File: src/rtl/dm_arbiter.sv
// Two-requester round-robin arbiter in front of a single-port memory with a
// combinational read path. Each grant runs a fixed three-phase sequence:
// grant (IDLE/RESP) -> memory access (ACCESS) -> done pulse (RESP).
//
// Handshake: a transfer occurs on a rising clk edge where reqK and gntK are
// both high. The winner's we/addr/wdata are captured at that edge, so later
// changes to the request inputs cannot disturb the access in flight.
// doneK then pulses exactly two cycles after the grant cycle. While doneK
// is high, rdata carries the read data, or 0 for a write.
module dm_arbiter #(
    parameter int ADDR_WIDTH = 10,
    parameter int DATA_WIDTH = 32
) (
    input  logic                  clk,
    input  logic                  reset,
    input  logic                  req0,
    input  logic                  req1,
    input  logic                  we0,
    input  logic                  we1,
    input  logic [ADDR_WIDTH-1:0] addr0,
    input  logic [ADDR_WIDTH-1:0] addr1,
    input  logic [DATA_WIDTH-1:0] wdata0,
    input  logic [DATA_WIDTH-1:0] wdata1,
    output logic                  gnt0,
    output logic                  gnt1,
    output logic                  done0,
    output logic                  done1,
    output logic [DATA_WIDTH-1:0] rdata,
    output logic [ADDR_WIDTH-1:0] mem_addr,
    output logic [DATA_WIDTH-1:0] mem_wdata,
    output logic                  mem_we,
    input  logic [DATA_WIDTH-1:0] mem_rdata,
    output logic                  busy,
    output logic [15:0]           grant_count
);

    typedef enum logic [1:0] {
        IDLE   = 2'd0,
        ACCESS = 2'd1,
        RESP   = 2'd2
    } state_t;

    state_t                  state_q, state_d;
    logic                    last_grant_q;
    logic                    we_q;
    logic                    id_q;
    logic [ADDR_WIDTH-1:0]   addr_q;
    logic [DATA_WIDTH-1:0]   wdata_q;
    logic [DATA_WIDTH-1:0]   rdata_q;
    logic [15:0]             grant_count_q;

    logic                    can_grant;
    logic                    win1;
    logic                    grant;

    // Arbitration and next-state: grants only outside ACCESS; on a tie the
    // requester that did not win last time is chosen.
    always_comb begin
        state_d   = state_q;
        can_grant = 1'b0;
        win1      = 1'b0;
        gnt0      = 1'b0;
        gnt1      = 1'b0;
        grant     = 1'b0;

        can_grant = (state_q != ACCESS) && !reset;
        win1      = req1 && (!req0 || !last_grant_q);
        gnt1      = can_grant && win1;
        gnt0      = can_grant && req0 && !win1;
        grant     = gnt0 || gnt1;

        case (state_q)
            IDLE:    state_d = grant ? ACCESS : IDLE;
            ACCESS:  state_d = RESP;
            RESP:    state_d = grant ? ACCESS : IDLE;
            default: state_d = IDLE;
        endcase
    end

    // State register; reset forces IDLE, which also drops mem_we at once.
    always_ff @(posedge clk or posedge reset) begin
        if (reset) begin
            state_q <= IDLE;
        end else begin
            state_q <= state_d;
        end
    end

    // Capture the winning request and remember who won for round-robin.
    always_ff @(posedge clk or posedge reset) begin
        if (reset) begin
            last_grant_q <= 1'b1;
            we_q         <= 1'b0;
            id_q         <= 1'b0;
            addr_q       <= '0;
            wdata_q      <= '0;
        end else if (grant) begin
            last_grant_q <= gnt1;
            id_q         <= gnt1;
            we_q         <= gnt1 ? we1 : we0;
            addr_q       <= gnt1 ? addr1 : addr0;
            wdata_q      <= gnt1 ? wdata1 : wdata0;
        end
    end

    // Response data: read value at the end of ACCESS, or 0 for a write.
    always_ff @(posedge clk or posedge reset) begin
        if (reset) begin
            rdata_q <= '0;
        end else if (state_q == ACCESS) begin
            rdata_q <= we_q ? '0 : mem_rdata;
        end
    end

    // Total grants issued, wrapping at 16 bits.
    always_ff @(posedge clk or posedge reset) begin
        if (reset) begin
            grant_count_q <= '0;
        end else if (grant) begin
            grant_count_q <= grant_count_q + 16'd1;
        end
    end

    // Output decode from the registered state.
    always_comb begin
        mem_addr    = addr_q;
        mem_wdata   = wdata_q;
        mem_we      = (state_q == ACCESS) && we_q;
        done0       = (state_q == RESP) && !id_q;
        done1       = (state_q == RESP) && id_q;
        rdata       = rdata_q;
        busy        = (state_q != IDLE);
        grant_count = grant_count_q;
    end

endmodule
File: config.mk
export PLATFORM = sky130hd
export DESIGN_NAME = dm_arbiter
export DESIGN_NICKNAME = d
export VERILOG_FILES = /design/src/rtl/dm_arbiter.sv
export SDC_FILE = /design/constraint.sdc
export NUM_CORES = 1
export LEC_CHECK = 0
export CAP_MARGIN = 20
export CORE_MARGIN = 1
export CORE_UTILIZATION = 40
export CTS_CLUSTER_SIZE = 10
export DETAILED_ROUTE_END_ITERATION = 6
export PLACE_DENSITY = 0.91
export REMOVE_ABC_BUFFERS = 1
export SYNTH_ARGS = -nofsm -noshare
export SYNTH_HDL_FRONTEND = slang
export SYNTH_SLANG_ARGS = --single-unit
File: constraint.sdc
create_clock -name clk -period 7.3 [get_ports clk]
set_input_delay 0.73 -clock clk [delete_from_list [all_inputs] [get_ports clk]]
set_output_delay 0.73 -clock clk [all_outputs]
set_load 0.03 [all_outputs]
# ---- Word-level counts from Yosys, hierarchy flattened
# Cells that the tools add are included.
dict set report word_totals {
  regBits 95
  latch_bits 0
  mem_bits_rw 0
  romBits 0
  in_bits 122
  out_inout_bits 96
  word_cells 36
  memories 0
}
dict set report classes {
  n_addsub 1
  multipliers 0
  n_div 0
  order_cmp 0
  n_eq_ne 3
  shift 0
  n_mux 6
  bitwise 0
  reduce_logical 18
}
# operator count
set ops {}
lappend ops {{32-bit two-way mux} 2}
lappend ops {{16-bit by 1-bit adder with 16-bit output, second input constant} 1}
lappend ops {{10-bit two-way mux} 1}
lappend ops {{1-bit logical AND} 8}
lappend ops {{1-bit zero test} 5}
lappend ops {{2-bit case mux with 2 select lines} 1}
lappend ops {{2-bit by 1-bit == test with 1-bit output, second input constant} 1}
lappend ops {{2-bit == test, second input constant} 1}
lappend ops {{2-bit zero test} 1}
lappend ops {{1-bit logical OR} 2}
lappend ops {{1-bit two-way mux} 2}
lappend ops {{2-bit by 1-bit inequality test with 1-bit output, second input constant} 1}
lappend ops {{2-bit nonzero test} 1}
lappend ops {{2-bit OR reduction} 1}

# ---- Depth between registers and ports, before layout
dict set report depth {
  ltp_word 8
  mapped_depth 7
  mapped_depth_nobuf 5
}

# ---- Worst setup path before layout
# Ideal clock, no wire load.
dict set report synth_timing {
  path_type {input to output}
  from {in reset}
  to {out gnt1}
  arrival_time_ps 3553
  required_time_ps 6570
  slack_ps 3017
  stages 3
  path_buffers 1
  cell_sequence {clkbuf_1 inv_1 and3_1}
}
dict set report synth_between {
  elab_chain_cells 3
}
# item line_no
set synth_lines {}
lappend synth_lines {{start, declared} 15} ;# input logic reset,
lappend synth_lines {{1-bit zero test (no line)} --}
lappend synth_lines {{1-bit logical AND} 66} ;# can_grant = (state_q != ACCESS) && !reset;
lappend synth_lines {{1-bit logical AND} 68} ;# gnt1 = can_grant && win1;
lappend synth_lines {{end, declared} 25} ;# output logic gnt1,
# Every way passes these cells.

# ---- Worst setup path in the final report
dict set report layout_timing {
  from {in req1}
  to {out gnt1}
}
dict set report layout_between {
  elab_chain_cells 2
}
# item line_no
set layout_lines {}
lappend layout_lines {{start, declared} 17} ;# input logic req1,
lappend layout_lines {{1-bit logical AND} 67} ;# win1 = req1 && (!req0 || !last_grant_q);
lappend layout_lines {{1-bit logical AND} 68}
# Every way passes these cells.

==> run metrics <==
Layout Nets=735; TritonRoute pass-1 iters=6; Worst Setup EP=gnt1; P_int=0.00114 W; post-cts resize count=0; CP Capture Type=output pin; Reg clk slew, reported paths=90 ps; power share of the sequential group=0.400; post-synth top area cell=dfrtp_1; global-route congestion overflow total=0; drt wl/cell=14.7 um; RSZ-0062 raised after global routing=no; PwrDens=263 nW/um2; num rows=37; Buffers on Ports=217; share of layout cells above drive strength 1=0.0438; EDFF count, synth=0; Mapped Area=4210 um2; total of max-cap violations=0; Distinct cells, synth=33; Leak=2.89 nW; Clock Tree Root=clkbuf_8; Final Skew=11.9 ps; first-pass GRT wire length=17900 um; clock latency on the worst-skew pair=350 ps; DP HPWL=8300 um; Seq/Total Area, Yosys=0.565; Post-synth top cells=dfrtp_1, nand2_1, nor2_1; crit-path cells=clkdlybuf4s50_1 > a21boi_4 > buf_4 > and3_1 > clkdlybuf4s50_1; outcome=finished, final reports clean; fmax=268 MHz; clock power share=0.216; crit-path max FO=44; Initial Utilization=0.410; H-tree depth=3; worst setup path category=in2out; GPL Wtd Cong=0.865; diode count=0; switching share of power=0.355; DRT Wirelength=11100 um; synthesized area per cell=10.4 um2; slew of the pin with the lowest slew margin=776 ps; initial antenna violation count=0; Area contributors post-synth=dfrtp_1, mux2i_1, nand2_1, nand3b_1, a21oi_1; setup TNS=0 ps; crit path DAT=3000 ps; # IOs=218; top-count cell post-synth=dfrtp_1; # DRC=0; Post-CTS Setup Bufs=0; Worst setup SP type=primary input; crit path from=req1; endpoints failing hold=0; DIE HEIGHT=105 um; most frequent CP cell=clkdlybuf4s50_1; synthesized flop and latch total=95; flop-to-flop setup slack=4640 ps; Synth warnings=0; CTS Sinks=95; die area=10900 um2; Finish-stage setup viols=0; top_reg_cell synth=dfrtp_1; vias in the first global route=3753; Sw Pwr=0.000626 W; CTS tree=done; worst r2r src=state_q[0]; Num CTS Buffers=9; chip width=105 um; fin crit share=0.511; Mapped Cells=406; Comb pwr share=0.384; worst r2r dst=grant_count[1]; top cell type's share of synthesized area=0.559; FFs w/ async S/R, synth=1.00; Final Slew Violations=0; Critical-path top delay cell=clkdlybuf4s50_1; worst r2r path cells=6; Layout area overhead=59.2%; fillers=824; Hold Crit Class=reg2reg; DR vias=3670; Worst VDD drop=0.000153 V; min Tclk post-route=3730 ps; Worst EP required=6570 ps; core area=10300 um2; Iter 0 DRT Violations=129; worst slew margin relative to its limit=0.482; cts hold-fix bufs=0; Longest Clk Path Bufs=2; slowest stage delay, CP=680 ps; largest net degree at the start of global routing=85; Final ANT Viol Nets=0; final hold slack=469 ps; GRT Overall Usage=0.206; DR vias/cell=4.87
## critical path, delay by kind of cell
kind,cells,cell delay (ps)
AND/OR/NAND/NOR,1,290
AO/OA/AOI/OAI,1,180
buffers and inverters,3,1780
## worst min-delay path by stage
stage	depth (start not counted)	endpoint	start	slack, ps
after global placement	2	rdata[5]	rdata[5]	450
after CTS	2	rdata[5]	rdata[5]	480
final	2	rdata[15]	rdata[15]	470
after detailed placement	2	rdata[5]	rdata[5]	460
after floorplan	1	state_q[0]	state_q[0]	460
after global routing	2	rdata[5]	rdata[5]	490
## placed cells by master (no fill, tap or decap)
cell and instances:
a21boi_4 1, a21o_1 1, a21oi_1 45, a31oi_1 1, and2_1 1, and3_1 3
and3b_1 1, and4_1 1, buf_4 4, bufinv_16 2, clkbuf_1 1, clkbuf_8 10
clkdlybuf4s50_1 217, clkinv_2 1, clkinv_4 1, clkinvlp_4 1, dfrtp_1 94, dfstp_2 1
ha_1 1, inv_1 1, inv_2 1, inv_4 1, mux2_1 1, mux2i_1 43
nand2_1 72, nand2b_1 1, nand3_1 6, nand3b_1 32, nand4_1 4, nor2_1 46
nor3_1 2, nor3_4 1, nor3b_1 1, nor4_4 1, nor4b_4 1, or2_2 1
xnor2_1 13, xor2_1 2
## power groups by stage
stage | Sequential, W | Combinational, W | Clock [W]
after global routing | 0.000721 | 0.000719 | 0.000413
after detailed placement | 0.000716 | 0.000684 | 0
after global placement | 0.000709 | 0.000671 | 0
final | 0.000706 | 0.000678 | 0.000381
after CTS | 0.000707 | 0.000685 | 0.000390
after floorplan | 0.000900 | 0.000177 | 0
## sequential cells by signal, indices dropped and copies added (netlist names)
register      count
state_q           2
grant_count      16
mem_addr         10
rdata            32
we_q              1
id_q              1
mem_wdata        32
last_grant_q      1
## metrics by stage
| step | instance area [um2] | utilization | std cells | power (W) | worst slack, ps |
|---|---|---|---|---|---|
| CTS | 6700 | 0.652 | 753 | 0.00178 | 3560 |
| finish | 6700 | 0.652 | 753 | 0.00176 | 3570 |
| global placement | 6480 | 0.631 | 737 | 0.00138 | 3640 |
| floorplan | 4090 | - | 380 | 0.00108 | 2250 |
| global route | 6700 | 0.652 | 753 | 0.00185 | 3480 |
| detailed placement | 6480 | 0.631 | 737 | 0.00140 | 3560 |
## routing by layer
layer,GRT usage,part of all wire
met2,0.367,0.50
met4,0.0765,0.019
met1,0.238,0.41
met5,0,0
met3,0.0518,0.077
## logic make-up after synthesis
| kind of cell | Yosys count | share of synthesized area |
|---|---|---|
| flip-flops | 95 | 0.565 |
| AO/OA/AOI/OAI | 48 | 0.0586 |
| AND/OR/NAND/NOR | 174 | 0.206 |
| adder cells (fa/ha/maj) | 1 | 0.00297 |
| multiplexers | 44 | 0.105 |
| XOR/XNOR | 15 | 0.0312 |
| buffers and inverters | 29 | 0.0315 |
## layout make-up
cell class	count	area, um2	area share
clock buffers	11	141	0.0211
clock inverters	5	81.3	0.0121
inverters	3	13.8	0.00205
multi-input cells	282	1720	0.256
flip-flops and latches	95	2380	0.355
well taps	136	170	0.0254
repair buffers	221	2200	0.329
(Power assumes the default switching activity.)
